`config.mk`:
```
export PLATFORM = sky130hd
export DESIGN_NAME = mealy_hist_array
export DESIGN_NICKNAME = d
export VERILOG_FILES = /design/src/rtl/mealy_hist_pkg.sv /design/src/rtl/mealy_hist_channel.sv /design/src/rtl/mealy_hist_array.sv
export SDC_FILE = /design/constraint.sdc
export NUM_CORES = 1
export LEC_CHECK = 0
export ABC_AREA = 1
export CAP_MARGIN = 20
export CORE_MARGIN = 4
export CORE_UTILIZATION = 47
export CTS_BUF_LIST = sky130_fd_sc_hd__clkbuf_8
export DETAILED_ROUTE_END_ITERATION = 8
export GPL_TIMING_DRIVEN = 0
export HOLD_SLACK_MARGIN = 0.12
export PLACE_DENSITY_LB_ADDON = 0.15
export SLEW_MARGIN = 20
export SYNTH_ARGS = -nofsm -noshare
export SYNTH_HDL_FRONTEND = slang
export SYNTH_SLANG_ARGS = --single-unit
```
`constraint.sdc`:
```
create_clock -name clk -period 1.85 [get_ports clk]
set_input_delay 0.2775 -clock clk [delete_from_list [all_inputs] [get_ports clk]]
set_output_delay 0.2775 -clock clk [all_outputs]
set_load 0.01 [all_outputs]
```
`src/rtl/mealy_hist_pkg.sv`:
```
// Shared types and helpers for the mealy_hist detector bank.
package mealy_hist_pkg;

  typedef enum logic [1:0] {
    MODE_GEN  = 2'b00,
    MODE_AND  = 2'b01,
    MODE_OR   = 2'b10,
    MODE_RISE = 2'b11
  } mode_t;

  // Widest counter the saturating helper handles; narrower counters are zero-extended in.
  localparam int SAT_W = 32;

  function automatic logic [SAT_W-1:0] sat_inc(input logic [SAT_W-1:0] cnt,
                                               input logic             inc,
                                               input logic [SAT_W-1:0] max);
    if (inc && (cnt != max)) return cnt + SAT_W'(1);
    return cnt;
  endfunction

endpackage

```
`src/rtl/mealy_hist_channel.sv`:
```
// One detector channel: history shift register of a, mode-selected qc, saturating hit
// counter and an optional output register.
module mealy_hist_channel
  import mealy_hist_pkg::*;
#(
  parameter int DEPTH   = 1,
  parameter int CNT_W   = 8,
  parameter int REG_OUT = 0
) (
  input  logic             clk,
  input  logic             reset,
  input  logic             en,
  input  logic             clr,
  input  mode_t            mode,
  input  logic             a,
  input  logic             b,
  output logic             q,
  output logic [CNT_W-1:0] hit_cnt
);

  localparam logic [SAT_W-1:0] CNT_MAX = SAT_W'({CNT_W{1'b1}});

  logic [DEPTH-1:0] hist;
  logic [DEPTH-1:0] hist_nxt;
  logic             all_h;
  logic             any_h;
  logic             qc;

  if (DEPTH == 1) begin : g_d1
    assign hist_nxt = a;
  end else begin : g_dn
    assign hist_nxt = {hist[DEPTH-2:0], a};
  end

  assign all_h = &hist;
  assign any_h = |hist;

  always_comb begin
    qc = 1'b0;
    unique case (mode)
      MODE_GEN:  qc = b ? (a | any_h) : (a & all_h);
      MODE_AND:  qc = a & all_h;
      MODE_OR:   qc = a | any_h;
      MODE_RISE: qc = a & ~hist[0];
      default:   qc = 1'b0;
    endcase
  end

  // history/counter stage: clr outranks en
  always_ff @(posedge clk or posedge reset) begin
    if (reset) begin
      hist    <= '0;
      hit_cnt <= '0;
    end else if (clr) begin
      hist    <= '0;
      hit_cnt <= '0;
    end else if (en) begin
      hist    <= hist_nxt;
      hit_cnt <= CNT_W'(sat_inc(SAT_W'(hit_cnt), qc, CNT_MAX));
    end
  end

  if (REG_OUT != 0) begin : g_reg
    logic q_p1;
    // output stage: follows qc every edge, independent of en
    always_ff @(posedge clk or posedge reset) begin
      if (reset)    q_p1 <= 1'b0;
      else if (clr) q_p1 <= 1'b0;
      else          q_p1 <= qc;
    end
    assign q = q_p1;
  end else begin : g_comb
    assign q = qc;
  end

endmodule

```
`src/rtl/mealy_hist_array.sv`:
```
// Bank of N independent history-based Mealy detectors with packed hit counters.
module mealy_hist_array
  import mealy_hist_pkg::*;
#(
  parameter int N       = 4,
  parameter int DEPTH   = 1,
  parameter int CNT_W   = 8,
  parameter int REG_OUT = 0
) (
  input  logic               clk,
  input  logic               reset,
  input  logic [N-1:0]       en,
  input  logic               clr,
  input  mode_t              mode,
  input  logic [N-1:0]       a,
  input  logic [N-1:0]       b,
  output logic [N-1:0]       q,
  output logic [N*CNT_W-1:0] hit_cnt
);

  for (genvar i = 0; i < N; i++) begin : g_ch
    mealy_hist_channel #(
      .DEPTH  (DEPTH),
      .CNT_W  (CNT_W),
      .REG_OUT(REG_OUT)
    ) u_ch (
      .clk    (clk),
      .reset  (reset),
      .en     (en[i]),
      .clr    (clr),
      .mode   (mode),
      .a      (a[i]),
      .b      (b[i]),
      .q      (q[i]),
      .hit_cnt(hit_cnt[i*CNT_W +: CNT_W])
    );
  end

endmodule

```
==> summary.md, run 1 <==
| Metric | Value |
|---|---|
| Post-synth cell types | 27 |
| Sequential share of power | 0.460 |
| # nets final | 451 |
| Vias in the first global route | 2,395 |
| Horiz. Die Dim | 80.88 um |
| Crit-path max cell delay | 0.44 ns |
| CP Data Arrival Time | 1.45 ns |
| Area grow syn2layout | 31.43% |
| Syn_nets | 384 |
| Max_cap viols | 0 |
| Max Freq | 0.5779 GHz |
| Count leader, synth | nand2_1 |
| DIE AREA | 0.006541 mm^2 |
| P_leak | 0.001622 uW |
| Final HPWL DP | 4482 um |
| Largest family of logic cells by synthesized area | simple AND/OR/NAND/NOR gates |
| Die H | 80.88 um |
| Antenna Nets Post-Route | 0 |
| Setup crit start kind | primary input |
| Mean Syn Cell Area | 6.876 um^2 |
| Adder-cell share of the synthesized area | 0.02005 |
| Int Pwr | 1296 uW |
| Met3 wire len | 275 um |
| # rows | 26 |
| Hold buffers post-CTS | 0 |
| Initial Util | 0.4856 |
| Global-route wire length before repair | 10,690 um |
| CTS tree | done |
| DRC | 0 |
| Worst hold-check path type | primary input to asynchronous set/reset pin |
| Register bit total from synthesis | 36 |
| Synth top area cells | dfrtp_1, nand2_1, nand3_1, inv_1, nor2_1 |
| Compound-cell area share of the yosys netlist | 0.03709 |
| Pre-CTS setup slack | -0.5945 ns |
| Tmin final | 1.730 ns |
| Cts bufs inserted | 5 |
| Grt ovf | 0 |
| Antenna cells | 0 |
| Met1 Wirelength | 2719 um |
| Vias | 2,498 |
| 1st-iter DRT viols | 147 |
| Largest net degree at the start of global routing | 32 |
| Layout cells sized above 1 | 0.1209 |
| RSZ-0062 raised after global routing | false |
| Worst Max-Slew Pin Slew | 0.5508 ns |
| Maximum fanout along the worst path | 6 |
| Pwr dens | 550.7 mW/mm^2 |
| Final Hold Fails | 0 |
| WL per Instance | 12.50 um |
| Worst path slowest cell | dlygate4sd2_1 |
| R2R cell count | 9 |
| Status | complete, no violations |
| Sw Share | 0.2825 |
| Worst path cell trace | dlygate4sd2_1 > nor2_4 > nand3_1 > nand3_2 > buf_4 > dlygate4sd2_1 |
| Root buffer cell | clkbuf_8 |
| Total Wirelength | 6251 um |
| Number of warnings issued by yosys | 0 |
| Finished Core Util | 0.6383 |
| Synth Area in Simple Gates | 0.4391 |
| Pins over their slew limit | 0 |
| Register area share after synthesis | 0.3609 |
| Cell taking the most area after synthesis | dfrtp_1 |
| VDD IR-drop max | 0.0003814 V |
| CTS sink cnt | 36 |
| Tot GR Track Use | 0.2070 |
| Clk Latency, worst-skew pair | 0.28 ns |
| Most instantiated cells after synthesis | nand2_1, inv_1, nand3_1, nor2_1, dfrtp_1 |
| EDFF count, synth | 0 |
| Port Buffers | 52 |
| Slew headroom | 0.6328 |
| Crit path kind | primary input to output port |
| Internal reg-to-reg setup slack | 0.18 ns |
| Clock edge transition at the registers on the reported setup and hold paths | 0.07 ns |
| GP Congestion | 0.8726 |
| Mux contribution to synthesized area | 0 |
| IO Pins | 53 |
| H-tree depth | 2 |
| Met2 wire len | 3164 um |
| Final Skew | 0.002310 ns |
| Longest Clk Path Bufs | 2 |
| Via/cell ratio | 4.996 |
| Fin worst setup slack | 0.1197 ns |
| Cell repeated most along the worst path | dlygate4sd2_1 |
| Switching power | 510.5 uW |
| Post-synth top area share | 0.3609 |
| Synth Instances | 363 |
| Critical Path Sink Type | output port |
| Clock power frac | 0.345 |
| Primary FF master, synth | dfrtp_1 |
| Detailed Routing Iterations Pass 1 | 4 |
| Combinational share of power | 0.195 |
| DR top layer | met4 |
| Cell area after synthesis | 0.002496 mm^2 |
| WP data required | 1.57 ns |
| Count of final setup violators | 0 |
| Async SR Flop Fraction | 1.000 |
| Initial antenna violation count | 0 |
| Xor/xnor share of the synthesized area | 0.02105 |
| Final period utilization | 0.9353 |
| Core region area | 0.005140 mm^2 |
cell type report:
type                       count  area, um^2
inverter                      56       210.2
timing repair buffer          60       583.1
clock buffer                   7       96.34
multi-input combinational    258        1309
buffer                        13       93.84
fill                         486        1859
sequential                    36       900.9
tap                           70       87.58
cell families (layout without fill, tap and decap cells):
group | count (synthesis) | count (layout)
buf+inv | 69 | 136
compound gates | 15 | 15
fa+ha+maj | 4 | 4
simple gates | 233 | 233
xor+xnor | 6 | 6
flops | 36 | 36
metal layers:
metal  vias to the layer above  global-route usage
met3                        10             0.04102
met2                        62              0.3555
met4                         0             0.07095
met1                      1157              0.2585
li1                       1269                   -
met5                         -                   0
critical path, delay by kind of cell:
kind,cells,cell delay [ns]
buffers and inverters,3,0.85
and+or+nand+nor,3,0.33
registers in the layout (all words and copies together) (netlist names):
signal,count
g_ch.u_ch.hit_cnt,32
g_ch.u_ch.all_h,4
final timing paths:
kind,startpoint,end
min,reset,g_ch[2].u_ch.hit_cnt[6]
max,mode[1],q[1]
min in group clk,a[3],g_ch[3].u_ch.all_h
max reg2reg,g_ch[0].u_ch.hit_cnt[0],g_ch[0].u_ch.hit_cnt[5]
max in group asynchronous,reset,g_ch[0].u_ch.hit_cnt[5]
min reg2reg,g_ch[1].u_ch.hit_cnt[7],g_ch[1].u_ch.hit_cnt[7]
power groups by stage:
| stage | clock, uW | combinational [uW] | sequential (uW) |
|---|---|---|---|
| after floorplan | 0 | 193 | 848 |
| after global placement | 0 | 331 | 845 |
| after detailed placement | 0 | 343 | 846 |
| after CTS | 632 | 353 | 830 |
| after global routing | 673 | 393 | 835 |
| final | 623 | 353 | 831 |
cells in the final DEF, fill, tap and decap left out, drive strengths merged:
| cell | count |
|---|---|
| o21bai | 1 |
| nand3 | 57 |
| buf | 17 |
| xor2 | 4 |
| nand2 | 112 |
| dlymetal6s2s | 2 |
| nor2 | 44 |
| dfrtp | 36 |
| clkdlybuf4s50 | 42 |
| a21boi | 3 |
| inv | 56 |
| a21oi | 5 |
| dlygate4sd2 | 6 |
| ha | 4 |
| o21ai | 6 |
| nor3 | 4 |
| nand4 | 15 |
| clkbuf | 13 |
| or2 | 1 |
| xnor2 | 2 |
per-stage QoR:
step           area [um^2]  cells  hold slack, ns  power, uW   TNS [ns]
2_1_floorplan         2496    363          0.3663       1042          0
3_3_place_gp          3104    485          0.5382       1177     -8.975
3_5_place_dp          3124    486          0.5021       1189     -3.176
4_1_cts               3264    498          0.2083       1816  -0.004103
5_1_grt               3281    500          0.2313       1901          0
6_report              3281    500          0.2023       1807          0
timing repair:
action / in CTS / in global routing
gates resized for setup: 13 / 5
pin swaps: 4 / 4
setup endpoints to repair: 4 / 6
gates cloned: 0 / 0
buffers inserted: 5 / 2
Power figures use the tool's default switching activity.
==> inputs of run 2 (changes only) <==
Settings changed: SKIP_CTS_REPAIR_TIMING from default to 1.
==> run 2 against run 1 <==
Against the previous run:
- sequential cell count did not move
- global-route usage fell by 0.42 points
- total power rose by 0.41%
- fmax fell by 1.3%
- via count barely moved
- cell count rose by 0.60%
- critical path depth rose by 1
- clock skew fell by 0.00080 ns
- clock power barely moved
- first-iteration DRC count fell by 4.8%
- hold slack improved by 0.0017 ns
- critical endpoint is now q[0]
- wire length fell by 0.37%
==> summary.md, run 2 (synthesis gave the netlist of run 1 again) <==
| Metric | Value |
|---|---|
| Status | complete, no violations |
| WL per Instance | 12.38 um |
| Commonest non-fill, non-tap cells in the layout | nand2_1, inv_1, nand3_1 |
| GRT met1 Usage | 0.2536 |
| CTS tree | done |
| Cts bufs inserted | 5 |
| Antenna Nets Post-Route | 0 |
| Setup_tns | 0 ns |
| Fin area | 0.003327 mm^2 |
| Via/cell ratio | 4.962 |
| Final HPWL DP | 4482 um |
| IO Pins | 53 |
| Critical Path Sink Type | output port |
| Gr busiest metal | met2 |
| WP data required | 1.57 ns |
| Clk Latency, worst-skew pair | 0.28 ns |
| Worst Max-Slew Pin Slew | 0.5537 ns |
| Dpl cell area | 0.003124 mm^2 |
| Largest net degree at the start of global routing | 32 |
| Vias | 2,496 |
| Final Skew | 0.001505 ns |
| CTS sink cnt | 36 |
| Count of final setup violators | 0 |
| 1st-iter DRT viols | 140 |
| R2R cell count | 9 |
| Max_cap viols | 0 |
| Detailed Routing Iterations Pass 1 | 4 |
| Horiz. Die Dim | 80.88 um |
| Port Buffers | 52 |
| Worst hold-check path type | primary input to asynchronous set/reset pin |
| CP Data Arrival Time | 1.48 ns |
| Setup crit start kind | flip-flop |
| Finished Core Util | 0.6473 |
| Root buffer cell | clkbuf_8 |
| Sequential cell area | 902.1 um^2 |
| Initial antenna violation count | 0 |
| P_leak | 0.001704 uW |
| Commonest non-fill, non-tap cell in the layout | nand2_1 |
| Max FFs per register | 32 |
| Pwr dens | 545.3 mW/mm^2 |
| FILL cells | 476 |
| Final period utilization | 0.9481 |
| Area taken by multi-input logic gates | 0.001304 mm^2 |
| Longest Clk Path Bufs | 2 |
| Tot GR Track Use | 0.2028 |
| Global-route wire length before repair | 10,470 um |
| Pins over their slew limit | 0 |
| Layout cells sized above 1 | 0.1201 |
| # rows | 26 |
| VDD IR-drop max | 0.0003590 V |
| Final Hold Fails | 0 |
| Antenna cells | 0 |
| Die H | 80.88 um |
| GP Congestion | 0.8726 |
| Clock edge transition at the registers on the reported setup and hold paths | 0.08 ns |
| Total Wirelength | 6228 um |
| Tmin final | 1.754 ns |
| Area grow syn2layout | 33.28% |
| Maximum fanout along the worst path | 10 |
| Crit path kind | flip-flop to output port |
| Top reg by flops | g_ch.u_ch.hit_cnt |
| Hold_ws | 0.2040 ns |
| M3 GR Usage | 0.04102 |
| Vias in the first global route | 2,356 |
| Core region area | 0.005140 mm^2 |
| DRC | 0 |
| Max Freq | 0.5702 GHz |
| Overall power | 1814 uW |
| Initial Util | 0.4856 |
| # nets final | 454 |
| DIE AREA | 0.006541 mm^2 |
| M2 GR Usage | 0.3456 |
| H-tree depth | 2 |
| RSZ-0062 raised after global routing | false |
| Slew headroom | 0.6308 |
| Grt ovf | 0 |
run 2: where the power goes:
part	internal (uW)	leakage, uW	switching (uW)
Combinational	168	0.00116	194
Sequential	807	0.000494	24.3
Clock	332	0.0000503	289
run 2: cell type report:
class                      count  area share
multi-input combinational    258      0.3919
buffer                        12     0.02369
inverter                      56     0.06318
sequential                    36      0.2712
timing repair buffer          64      0.1948
clock buffer                   7     0.02896
tap                           70     0.02633
run 2: worst max-delay path, cell delays in order, from the launching register on:
cell and delay [ns]:
dfrtp_2 0.43, inv_1 0.06, nand2_1 0.07, nand3_1 0.11
nand3_4 0.10, buf_8 0.15, buf_4 0.12, dlymetal6s2s_1 0.16
run 2: final timing paths:
kind	to	startpoint	slack, ns
hold / removal	g_ch[2].u_ch.hit_cnt[6]	reset	0.20
max in group asynchronous	g_ch[0].u_ch.all_h	reset	1.23
setup reg to reg	g_ch[0].u_ch.hit_cnt[5]	g_ch[0].u_ch.hit_cnt[0]	0.17
min in group clk	g_ch[3].u_ch.all_h	a[3]	0.34
setup / recovery	q[0]	g_ch[0].u_ch.all_h	0.1
hold reg to reg	g_ch[1].u_ch.hit_cnt[7]	g_ch[1].u_ch.hit_cnt[7]	0.57
run 2: routing by layer:
| metal | wire length (um) | vias up |
|---|---|---|
| met5 | 0 | - |
| met4 | 123 | 0 |
| met3 | 269 | 12 |
| met2 | 3051 | 65 |
| met1 | 2784 | 1144 |
| li1 | - | 1275 |
run 2: through the flow:
step	setup slack, ns	instances
5_1_grt	0.0001736	503
6_report	0.09609	503
3_3_place_gp	-0.5843	485
4_1_cts	-0.5985	493
2_1_floorplan	0.3272	363
3_5_place_dp	-0.5945	486
